### src/rtl/sr_ou_sweep_scheduler.sv
// Sweep scheduler for a shared Ornstein-Uhlenbeck update engine.
// Owns the decimation counter and runs one req/ack sweep over all
// Schumann-resonance harmonics per decimation tick. It drives one-hot state
// and LFSR write enables and reports overrun and ack-timeout faults.
module sr_ou_sweep_scheduler #(
    parameter int NUM_HARMONICS = 5,
    parameter int IDX_W         = 3,
    parameter int DECIMATE_MAX  = 63,
    parameter int ACK_TIMEOUT   = 15
) (
    input  logic                     clk,
    input  logic                     rst,
    input  logic                     clk_en,
    input  logic                     freeze,
    input  logic                     clear_err,
    output logic                     eng_req,
    output logic [IDX_W-1:0]         eng_idx,
    input  logic                     eng_ack,
    output logic [NUM_HARMONICS-1:0] state_we,
    output logic [NUM_HARMONICS-1:0] lfsr_adv,
    output logic                     busy,
    output logic                     sweep_done,
    output logic                     overrun,
    output logic [7:0]               overrun_cnt,
    output logic                     timeout_err
);

    localparam int               DEC_W     = (DECIMATE_MAX > 0) ? $clog2(DECIMATE_MAX + 1) : 1;
    localparam logic [DEC_W-1:0] DEC_LAST  = DEC_W'(DECIMATE_MAX);
    localparam logic [IDX_W-1:0] IDX_LAST  = IDX_W'(NUM_HARMONICS - 1);
    localparam logic [7:0]       WAIT_LAST = 8'(ACK_TIMEOUT - 1);

    typedef enum logic [1:0] {IDLE, ISSUE, GAP, DONE} state_t;

    state_t                   state, state_nxt;
    logic [DEC_W-1:0]         decim_cnt;
    logic [IDX_W-1:0]         idx, idx_nxt;
    logic [7:0]               wait_cnt, wait_nxt;
    logic                     tick;
    logic                     ack_hit;
    logic                     timeout_hit;
    logic [NUM_HARMONICS-1:0] idx_onehot;

    assign tick = clk_en && (decim_cnt == '0);

    // Decimation counter: wraps DECIMATE_MAX -> 0 on each clk_en.
    always_ff @(posedge clk) begin
        if (rst)
            decim_cnt <= '0;
        else if (clk_en)
            decim_cnt <= (decim_cnt == DEC_LAST) ? '0 : decim_cnt + 1'b1;
    end

    // Sweep state, harmonic index and ack wait counter.
    always_ff @(posedge clk) begin
        if (rst) begin
            state    <= IDLE;
            idx      <= '0;
            wait_cnt <= '0;
        end else begin
            state    <= state_nxt;
            idx      <= idx_nxt;
            wait_cnt <= wait_nxt;
        end
    end

    // Next-state and output decode; a reset cycle forces every strobe low.
    // The last harmonic's trailing idle cycle is the DONE cycle itself, so
    // ISSUE goes straight to DONE there and sweep_done lands at tick+2N.
    always_comb begin
        state_nxt   = state;
        idx_nxt     = idx;
        wait_nxt    = '0;
        ack_hit     = 1'b0;
        timeout_hit = 1'b0;
        eng_req     = 1'b0;
        busy        = 1'b0;
        sweep_done  = 1'b0;
        overrun     = 1'b0;
        idx_onehot  = '0;
        unique case (state)
            IDLE: begin
                if (tick && !freeze) begin
                    state_nxt = ISSUE;
                    idx_nxt   = '0;
                end
            end
            ISSUE: begin
                eng_req = 1'b1;
                busy    = 1'b1;
                if (eng_ack) begin
                    ack_hit   = 1'b1;
                    state_nxt = (idx == IDX_LAST) ? DONE : GAP;
                end else if (wait_cnt == WAIT_LAST) begin
                    timeout_hit = 1'b1;
                    state_nxt   = (idx == IDX_LAST) ? DONE : GAP;
                end else begin
                    wait_nxt = wait_cnt + 8'd1;
                end
            end
            GAP: begin
                busy      = 1'b1;
                idx_nxt   = idx + 1'b1;
                state_nxt = ISSUE;
            end
            DONE: begin
                busy       = 1'b1;
                sweep_done = 1'b1;
                idx_nxt    = '0;
                state_nxt  = IDLE;
            end
            default: state_nxt = IDLE;
        endcase
        overrun = tick && busy;
        for (int unsigned i = 0; i < NUM_HARMONICS; i++)
            idx_onehot[i] = (idx == IDX_W'(i));
        if (rst) begin
            eng_req     = 1'b0;
            busy        = 1'b0;
            sweep_done  = 1'b0;
            overrun     = 1'b0;
            ack_hit     = 1'b0;
            timeout_hit = 1'b0;
        end
    end

    assign eng_idx  = rst ? '0 : idx;
    assign state_we = ack_hit ? idx_onehot : '0;
    assign lfsr_adv = ack_hit ? idx_onehot : '0;

    // Fault reporting: a new event in the same cycle outranks clear_err.
    always_ff @(posedge clk) begin
        if (rst) begin
            overrun_cnt <= '0;
            timeout_err <= 1'b0;
        end else begin
            if (overrun)
                overrun_cnt <= clear_err ? 8'd1 :
                               ((overrun_cnt == 8'hFF) ? overrun_cnt : overrun_cnt + 8'd1);
            else if (clear_err)
                overrun_cnt <= '0;
            if (timeout_hit)
                timeout_err <= 1'b1;
            else if (clear_err)
                timeout_err <= 1'b0;
        end
    end

endmodule

### config.mk
export PLATFORM = sky130hd
export DESIGN_NAME = sr_ou_sweep_scheduler
export DESIGN_NICKNAME = d
export VERILOG_FILES = /design/src/rtl/sr_ou_sweep_scheduler.sv
export SDC_FILE = /design/constraint.sdc
export NUM_CORES = 1
export LEC_CHECK = 0
export CELL_PAD_IN_SITES_DETAIL_PLACEMENT = 0
export CELL_PAD_IN_SITES_GLOBAL_PLACEMENT = 1
export CORE_MARGIN = 4
export CORE_UTILIZATION = 37
export CTS_CLUSTER_SIZE = 8
export DETAILED_ROUTE_END_ITERATION = 10
export GPL_TIMING_DRIVEN = 0
export HOLD_SLACK_MARGIN = 0.03
export PLACE_DENSITY = 0.75
export SYNTH_ARGS = -nofsm -noshare
export SYNTH_HDL_FRONTEND = slang
export SYNTH_SLANG_ARGS = --single-unit
### constraint.sdc
create_clock -name clk -period 2.4 [get_ports clk]
set_input_delay 0.48 -clock clk [delete_from_list [all_inputs] [get_ports clk]]
set_output_delay 0.48 -clock clk [all_outputs]
set_load 0.02 [all_outputs]
; Word-level counts from Yosys, hierarchy flattened
; Cells that the tools add are included.
; Widths: inputs -> output; s select.
[totals]
regBits = 28
inputBits = 6
out_inout_bits = 26
[op_classes]
add_sub_neg = 4
n_eq_ne = 13
muxes = 30
n_bitwise = 1
n_reduce_logical = 15
[ops]
columns = cell, n
row1 = $mux 8, 4
row2 = $mux 1, 17
row3 = $add 8x1->8 const B, 2
row4 = $pmux 3 s3, 1
row5 = $eq 8x4->1 const B, 1
row6 = $eq 8x8->1 const B, 1
row7 = $pmux 2 s4, 1
row8 = $add 6x1->6 const B, 1
row9 = $eq 3x2->1 const B, 2
row10 = $eq 6x6->1 const B, 1
row11 = $logic_not 6->1, 1
row12 = $mux 2, 3
row13 = $mux 3, 2
row14 = $mux 6, 1
row15 = $reduce_and 2->1, 3
row16 = $mux 5, 1
row17 = $eq 2x2->1 const B, 2
row18 = $ne 2x2->1 const B, 2
row19 = $reduce_bool 2->1, 2
row20 = $reduce_or 4->1, 1
row21 = $add 3x1->3 const B, 1
row22 = $eq 3x1->1 const B, 1
row23 = $eq 3x3->1 const B, 1
row24 = $logic_and 1x1->1, 3
row25 = other kinds (8), 8

; Logic depth before layout (Yosys ltp)
; Gate-level depths: netlist of the first run.
[logic_depth]
ltp_word = 7
depth_mapped = 8
ltp_nobuf = 7

; Least setup slack after synthesis of the first run
; OpenSTA, ideal clock, no wires.
[synth_timing]
path_type = input -> output
from = in rst
to = out state_we[0]
arrival_ns = 1.904
t_required_ns = 1.920
slack_ns = 0.016
stages = 5
path_buffers = 1
path_cell_list = nor3b_1 -> nand2_1 -> nor2_1 -> and2_1 -> buf_4
[synth_via]
elab_chain_len = 2
[synth_lines]
columns = item, line_no
row1 = start: declaration, 12  ; input logic rst,
row2 = $mux 1, 117  ; if (rst) begin
row3 = $mux 5, n/a
row4 = end: declaration, 19  ; output logic [NUM_HARMONICS-1:0] state_we,
; Every way passes these cells.

; Worst setup path in the final report of the first run
[layout_timing]
from = reg decim_cnt[3]
to = out overrun
[layout_via]
elab_chain_len = 4
[layout_lines]
columns = item, line_no
row1 = start: declaration, 36  ; logic [DEC_W-1:0] decim_cnt;
row2 = start signal: assignment, 51  ; decim_cnt <= (decim_cnt == DEC_LAST) ? '0 : decim_cnt + 1'b1;
row3 = $logic_not 6->1, 44  ; assign tick = clk_en && (decim_cnt == '0);
row4 = $logic_and 1x1->1, 44
row5 = $logic_and 1x1->1, 114  ; overrun = tick && busy;
row6 = $mux 1, 117
row7 = end: declaration, 23  ; output logic overrun,
; Every way passes these cells.

==> impl_results.md, run 1 <==
* Post-synth top cells: dfxtp_1 (28), nor2_1 (21), nand2_1 (12), ha_1 (10), inv_1 (10)
* Number of standard cells after synthesis at 170
* Initial core utilization at 39.1%
* Clk buf depth at 2
* Required time reported for the critical path endpoint at 1920 ps
* Wire length of the first global-routing pass at 5420 um
* Most frequent cell after synthesis: dfxtp_1
* Die Height at 70.9 um
* Crit path kind: reg -> out
* Final critical-path setup slack at -97.5 ps
* Worst path max stage delay at 590 ps
* Clock sink total at 28
* Cells along the critical path: or4b_4 -> or4_4 -> clkinvlp_4 -> buf_6
* Number of enable flip-flop cells after synthesis at 0
* #FFs+latches synth at 28
* Maximum vdd drop at 272 uV
* Ys Warns at 0
* Slowest cell on crit path: or4_4
* Critical Path Start Type: flip-flop
* Post-detailed-route DRC marker count at 0
* Final hold vios at 0
* Main combinational cell family by area after synthesis: simple AND/OR/NAND/NOR gates
* Overflow left after global routing at 0
* Most area-hungry cell type in the Yosys netlist: dfxtp_1
* Area share of fa/ha/maj cells after synthesis at 8.55%
* Signal arrival time at the worst endpoint at 2020 ps
* Diode insertion count for antenna repair at 0
* Power Dens Cells at 447 nW/um^2
* Final worst-path cycle share at 104%
* Skew final at 4.33 ps
* Maximum number of pins on one net before global-route repair at 15
* Post-synth design cell area at 1460 um^2
* H-tree levels at 1
* XOR/XNOR share of the synthesized area at 5.99%
* Cell class contributing the biggest share of worst-path delay: simple AND/OR/NAND/NOR gates
* Violations in the final reports: negative setup slack
* Number of inserted filler cells in the final layout at 371
* Mean instance size in the synthesized netlist at 8.60 um^2
* Post-layout minimum cycle time at 2500 ps
* GRT Util Overall at 13.0%
* Latest clock arrival within the worst-skew pair at 270 ps
* Die footprint at 5020 um^2
* Final number of max-transition violations at 0
* Multiplexer share of the synthesized area at 1.37%
* Class of the tightest hold or removal check: reg -> reg
* Critical Path Sink Type: primary output
* Number of detailed-route iterations in the first pass at 4
* Final HPWL DP at 2410 um
* Count of buffering cells on the critical path with inverters included at 2
* Total of hold buffers inserted after clock tree synthesis at 0
* Detailed-route via count at 1322
* Largest fanout of any net on the critical path at 7
* Number of placement rows at 22
* Static leakage at 0.000761 uW
* TritonCTS Buffers at 3
* Remaining number of nets flagged by the antenna check after routing at 0
* Number of antenna violations at the first check in global routing at 0
* Normalized max-slew margin at 64.1%
* Fraction of synthesis flops using an asynchronous set or reset pin at 0%
* Weighted congestion reported at the end of routability-driven placement at 0.757
* Measured slew at the worst slew-check pin at 531 ps
* I/O pin count at 32
* # nets final at 228
* Utilization of the core after routing at 51.2%
* Proportion of synthesized chip area in sequential cells at 38.3%
* Drt total wl at 3230 um
* Vias per std cell at 5.12
* Number of buffers inserted by port buffering at 31
* Commonest register cell after synthesis: dfxtp_1
* Share of the synthesized area in the top cell type at 38.3%
* CTS tree: built
* Area of the placeable core at 3740 um^2
* Count of cell types in the netlist at 40
* Number of setup violations in the final report at 1
* Syn-to-layout area delta at 31.1%
* Unrepaired setup endpoints after global routing: yes
* Peak clock frequency supported by timing at 400 MHz
* Net Count, Synth at 186
* Status: finished with violations
* Clock-pin slew on the worst setup and hold paths at 90 ps
* Post-placement setup slack at -1140 ps
* Total of max-cap violations at 0
* Via count of the first global-routing pass at 1193
* Synth area leaders: dfxtp_1 (38%), ha_1 (8.6%), nor2_1 (5.4%)
* Fraction of final layout cells with drive strength greater than 1 at 14.3%
* Chip Width at 70.9 um
* 1st-iter DRT viols at 39
* Share of synthesized cell area in and, or, nand and nor gates at 27.3%
* Synthesized-area fraction occupied by ao, oa, aoi and oai cells at 11.3%
* Clock root buffer: clkbuf_8
* Wirelength per Cell at 12.5 um
-- path summary, 6_finish.rpt --
kind,slack [ps],startpoint,to,cells past startpoint
setup / recovery,-100,decim_cnt[3],overrun,4
hold / removal,480,timeout_err,timeout_err,2
setup reg to reg,40,decim_cnt[3],overrun_cnt[2],5
hold reg to reg,480,timeout_err,timeout_err,2
-- report_power, final --
| part | leakage [uW] | switching [uW] | internal [uW] | total, uW |
|---|---|---|---|---|
| Combinational | 0.000511 | 62.4 | 57.7 | 120 |
| Sequential | 0.000228 | 14.4 | 474 | 488 |
| Clock | 0.0000216 | 137 | 113 | 249 |
| Total | 0.000761 | 214 | 644 | 858 |
-- layout by cell type (no fill, tap or decap), drive strengths merged, types with 2 or more instances in the layout --
| master | instances |
|---|---|
| nand4 | 5 |
| a21oi | 6 |
| clkbuf | 10 |
| inv | 9 |
| mux2i | 2 |
| nor2 | 21 |
| nand3 | 5 |
| and3 | 6 |
| buf | 15 |
| xor2 | 8 |
| xnor2 | 2 |
| nor3 | 2 |
| a41oi | 2 |
| nand2b | 2 |
| dfxtp | 28 |
| nor3b | 2 |
| and2 | 5 |
| o31ai | 5 |
| clkdlybuf4s50 | 18 |
| o21ai | 4 |
| o22ai | 2 |
| ha | 10 |
| or3 | 2 |
| nand2 | 12 |
| or4 | 4 |
| o21bai | 2 |
| dlygate4sd2 | 8 |
-- state kept, by name, summed over array words and instances (netlist names) --
name         cells
overrun_cnt      8
wait_cnt         8
decim_cnt        6
idx              3
state            2
timeout_err      1
-- through the flow --
step                      hold WS, ps  setup TNS, ps  power [uW]  area [um^2]  cells
after floorplan                   437              0         566         1460    170
after global placement            459         -12130         609         1830    249
after detailed placement          472         -12910         613         1830    249
after CTS                         485           -186         866         1880    253
after global routing              521           -178         899         1920    258
final                             476          -97.5         858         1920    258
-- worst register-to-register path: stages (launching register included) --
cell and delay (ps):
dfxtp_4 350, or4b_4 540, or4_4 590, buf_4 190, or4_1 480, a21oi_2 150
-- cells by family (layout without fill, tap and decap cells) --
family | count (synthesis) | in the layout
multiplexers | 2 | 2
buffers and inverters | 21 | 61
flip-flops | 28 | 28
AND/OR/NAND/NOR | 74 | 74
AO/OA/AOI/OAI | 25 | 25
adder cells (fa/ha/maj) | 10 | 10
XOR/XNOR | 10 | 10
-- per-layer routing --
metal / up-vias / wire [um] / part of all wire, % / track usage, %
met4: 0 / 31 / 0.96 / 4.59
met2: 25 / 1520 / 47 / 21.1
met3: 4 / 129 / 4.0 / 2.56
li1: 669 / - / - / -
met5: - / 0 / 0 / 0
met1: 624 / 1550 / 48 / 17.1
-- final cells by class --
cell class	instances	area [um^2]	share of cell area, %
buffer	10	60.1	3.13
timing repair buffer	38	334	17.4
inverter	10	41.3	2.15
clock buffer	3	41.3	2.15
multi-input combinational	121	812	42.4
sequential	28	568	29.6
tap	48	60.1	3.13
-- what timing repair did --
item / 4_1_cts / 5_1_grt
setup buffers: 1 / 6
endpoints found under the hold margin: 0 / 0
endpoints found under the setup margin: 25 / 5
pin swaps: 1 / 2
resized for setup: 26 / 12
Power figures use the tool's default switching activity.
==> run 2: changes to the inputs <==
Settings changed: ABC_AREA set to 1, CORE_UTILIZATION 37 to 36.
==> impl_results.md, run 2 <==
* Diode insertion count for antenna repair at 0 (unchanged)
* # nets final at 280 (+23%)
* Largest registers: overrun_cnt (8), wait_cnt (8), decim_cnt (6)
* Most frequent cell after synthesis: nand2_1
* Unrepaired setup endpoints after global routing: no
* Required time reported for the critical path endpoint at 1920 ps (about the same)
* Clock sink total at 28 (unchanged)
* Global Route met3 Usage at 2.14% (-0.42 points)
* Post-synth design cell area at 1600 um^2 (+9.7%)
* Reg2reg start: overrun_cnt[0]
* Top library cells by usage in the layout, fill and taps aside: nand2_1 (47), nor2_1 (34), inv_1 (28), dfxtp_1 (28), clkdlybuf4s50_1 (18)
* Hold Path Cell Cnt at 2 (unchanged)
* Peak clock frequency supported by timing at 435 MHz (+8.7%)
* H-tree levels at 1 (unchanged)
* Most area-hungry cell type in the Yosys netlist: dfxtp_1
* Final standard cell area without fillers at 2040 um^2 (+6.5%)
* Busiest layer in global routing: met2
* Cell internal power dissipation at 744 uW (+16%)
* Total of hold buffers inserted after clock tree synthesis at 0 (unchanged)
* Critical Path Start Type: input port
* Number of buffers inserted by port buffering at 31 (unchanged)
* Skew final at 1.66 ps (-2.66 ps)
* Number of setup violations in the final report at 0 (-1)
* Final hold vios at 0 (unchanged)
* Proportion of synthesized chip area in sequential cells at 34.9% (-3.4 points)
* Clock-pin slew on the worst setup and hold paths at 100 ps (about the same)
* Number of detailed-route iterations in the first pass at 4 (unchanged)
* Count of cell types in the netlist at 24 (-40%)
* Measured slew at the worst slew-check pin at 483 ps (-48.4 ps)
* Net switching share of the total power at 24.7% (-0.21 points)
* Number of placement rows at 24 (+9.1%)
* Die Height at 74.8 um (+5.5%)
* Power Dens Cells at 484 nW/um^2 (+8.2%)
* Placement-stage cell area at 1980 um^2 (+8.0%)
* Wire length of the first global-routing pass at 5520 um (+1.8%)
* GRT Util Overall at 12.4% (-0.52 points)
* Origin of the worst min-delay path: timeout_err
* Most common cell after layout, fill and taps aside: nand2_1
* R2r setup slk at 950 ps (+910 ps)
* Number of antenna violations at the first check in global routing at 0 (unchanged)
* Number of enable flip-flop cells after synthesis at 0 (unchanged)
* Clock share of power at 38.3% (+9.2 points)
* 1st-iter DRT viols at 61 (+56%)
* Net Count, Synth at 244 (+31%)
* Share of the synthesized area in the top cell type at 34.9% (-3.4 points)
* Synth area leaders: dfxtp_1 (35%), nand2_1 (11%), nor2_1 (8.0%)
* Wirelength per Cell at 10.1 um (-19%)
* Normalized max-slew margin at 67.7% (+3.6 points)
* Chip Width at 74.8 um (+5.5%)
* Post-detailed-route DRC marker count at 0 (unchanged)
* Endpoint of the worst hold-timing path: timeout_err
* Area of the placeable core at 4320 um^2 (+16%)
* I/O pin count at 32 (unchanged)
* Drt total wl at 3190 um (-1.2%)
* Maximum vdd drop at 239 uV (-12%)
* Overflow left after global routing at 0 (unchanged)
* Post-layout minimum cycle time at 2300 ps (-201 ps)
* Largest fanout of any net on the critical path at 6 (-1)
* Post-synth top cells: nand2_1 (47), nor2_1 (34), dfxtp_1 (28), inv_1 (28), nand3_1 (16)
* Final worst-path cycle share at 95.7% (-8.4 points)
* Met1 Resource Use GR at 16.9% (-0.13 points)
* Syn-to-layout area delta at 27.3%
* RR Endpoint: overrun_cnt[7]
* #FFs+latches synth at 28 (unchanged)
* Status: complete, no violations
* Total of max-cap violations at 0 (unchanged)
* Critical Path Sink Type: primary output
* Weighted congestion reported at the end of routability-driven placement at 0.761 (+0.53%)
* Proportion of power drawn by flip-flops and latches at 49.2% (-7.7 points)
* CTS tree: built
* Ys Warns at 0 (unchanged)
* Vias per std cell at 4.45 (-13%)
* Fraction of synthesis flops using an asynchronous set or reset pin at 0% (unchanged)
* Signal arrival time at the worst endpoint at 1820 ps (-200 ps)
* Number of standard cells after synthesis at 228 (+34%)
* Detailed-route via count at 1402 (+6.1%)
* Static leakage at 0.000886 uW (+16%)
* Final HPWL DP at 2550 um (+5.7%)
* TritonCTS Buffers at 3 (unchanged)
* Maximum number of pins on one net before global-route repair at 17 (+2)
* Die footprint at 5590 um^2 (+11%)
* Via count of the first global-routing pass at 1297 (+8.7%)
* Met2 usage at 20.3% (-0.82 points)
* Switching power summed over all nets at 244 uW (+14%)
* Fraction of final layout cells with drive strength greater than 1 at 12.9% (-1.4 points)
* Class of the tightest hold or removal check: reg -> reg
* Combinational cell fraction of total power at 12.5% (-1.5 points)
* Crit path kind: in -> out
* Cell count of the worst reg-to-reg path at 10 (+5)
* Commonest register cell after synthesis: dfxtp_1
* Latest clock arrival within the worst-skew pair at 270 ps (about the same)
* Worst hold slack at 457 ps (-19.0 ps)
* Clk buf depth at 2 (unchanged)
* Clock root buffer: clkbuf_8
* Initial core utilization at 37.1% (-2.0 points)
* Final number of max-transition violations at 0 (unchanged)
* Mean instance size in the synthesized netlist at 7.04 um^2 (-18%)
* Remaining number of nets flagged by the antenna check after routing at 0 (unchanged)
run 2: logic make-up (layout without fill, tap and decap cells):
kind of cell	count (synthesis)	after routing	share of synthesized area (%)
and+or+nand+nor	126	126	38.0
AOI/OAI and AO/OA	21	21	6.71
buffers and inverters	39	74	10.4
adders and majority gates	10	10	7.80
DFF	28	28	34.9
xor gates and xnor gates	4	4	2.18
run 2: timing repair:
| item | 4_1_cts | 5_1_grt |
|---|---|---|
| setup buffers | 0 | 0 |
| resized for setup | 13 | 1 |
| endpoints found under the setup margin | 15 | 1 |
run 2: per-stage QoR:
step                      setup slack, ps  util, %  TNS [ps]  cells  total power (uW)
final                                 103     47.2         0    315               988
after global routing                 2.39     47.2         0    315              1040
after CTS                            30.1     47.2         0    315              1000
after detailed placement             -350     45.8     -3630    311               622
after global placement               -346     45.8     -3670    311               623
after floorplan                       403        -         0    228               579
run 2: critical path, cell delays in order:
cell and delay, ps:
clkdlybuf4s50_1 570, inv_2 90, nor2_4 100, nand3_4 100, nor2_8 130, dlygate4sd2_1 340
run 2: worst max-delay path by stage:
stage	from	end	slack, ps	depth (start not counted)
floorplan	state[1]	state_we[3]	400	6
global placement	rst	state_we[0]	-350	6
detailed placement	rst	state_we[2]	-350	6
CTS	rst	sweep_done	30	4
global route	clk_en	overrun	2	6
finish	clk_en	overrun	100	6
run 2: layout make-up:
type / count / area (um^2)
Clock buffer: 3 / 41.3
Clock inverter: 1 / 30.0
Inverter: 33 / 124
Timing Repair Buffer: 31 / 297
Sequential cell: 28 / 561
Multi-Input combinational cell: 161 / 882
Fill cell: 477 / 2280
Buffer: 6 / 42.5
Tap cell: 52 / 65.1
run 2: power groups by stage:
stage / Clock [uW] / Sequential [uW] / Combinational, uW
detailed placement: 0 / 496 / 126
global route: 409 / 488 / 140
finish: 379 / 486 / 124
floorplan: 0 / 495 / 84.0
global placement: 0 / 497 / 127
CTS: 392 / 486 / 125
run 2: per-layer routing:
metal,up-vias,routed length [um]
met4,0,15
met3,2,83
met1,602,1660
li1,784,-
met2,14,1430
met5,-,0
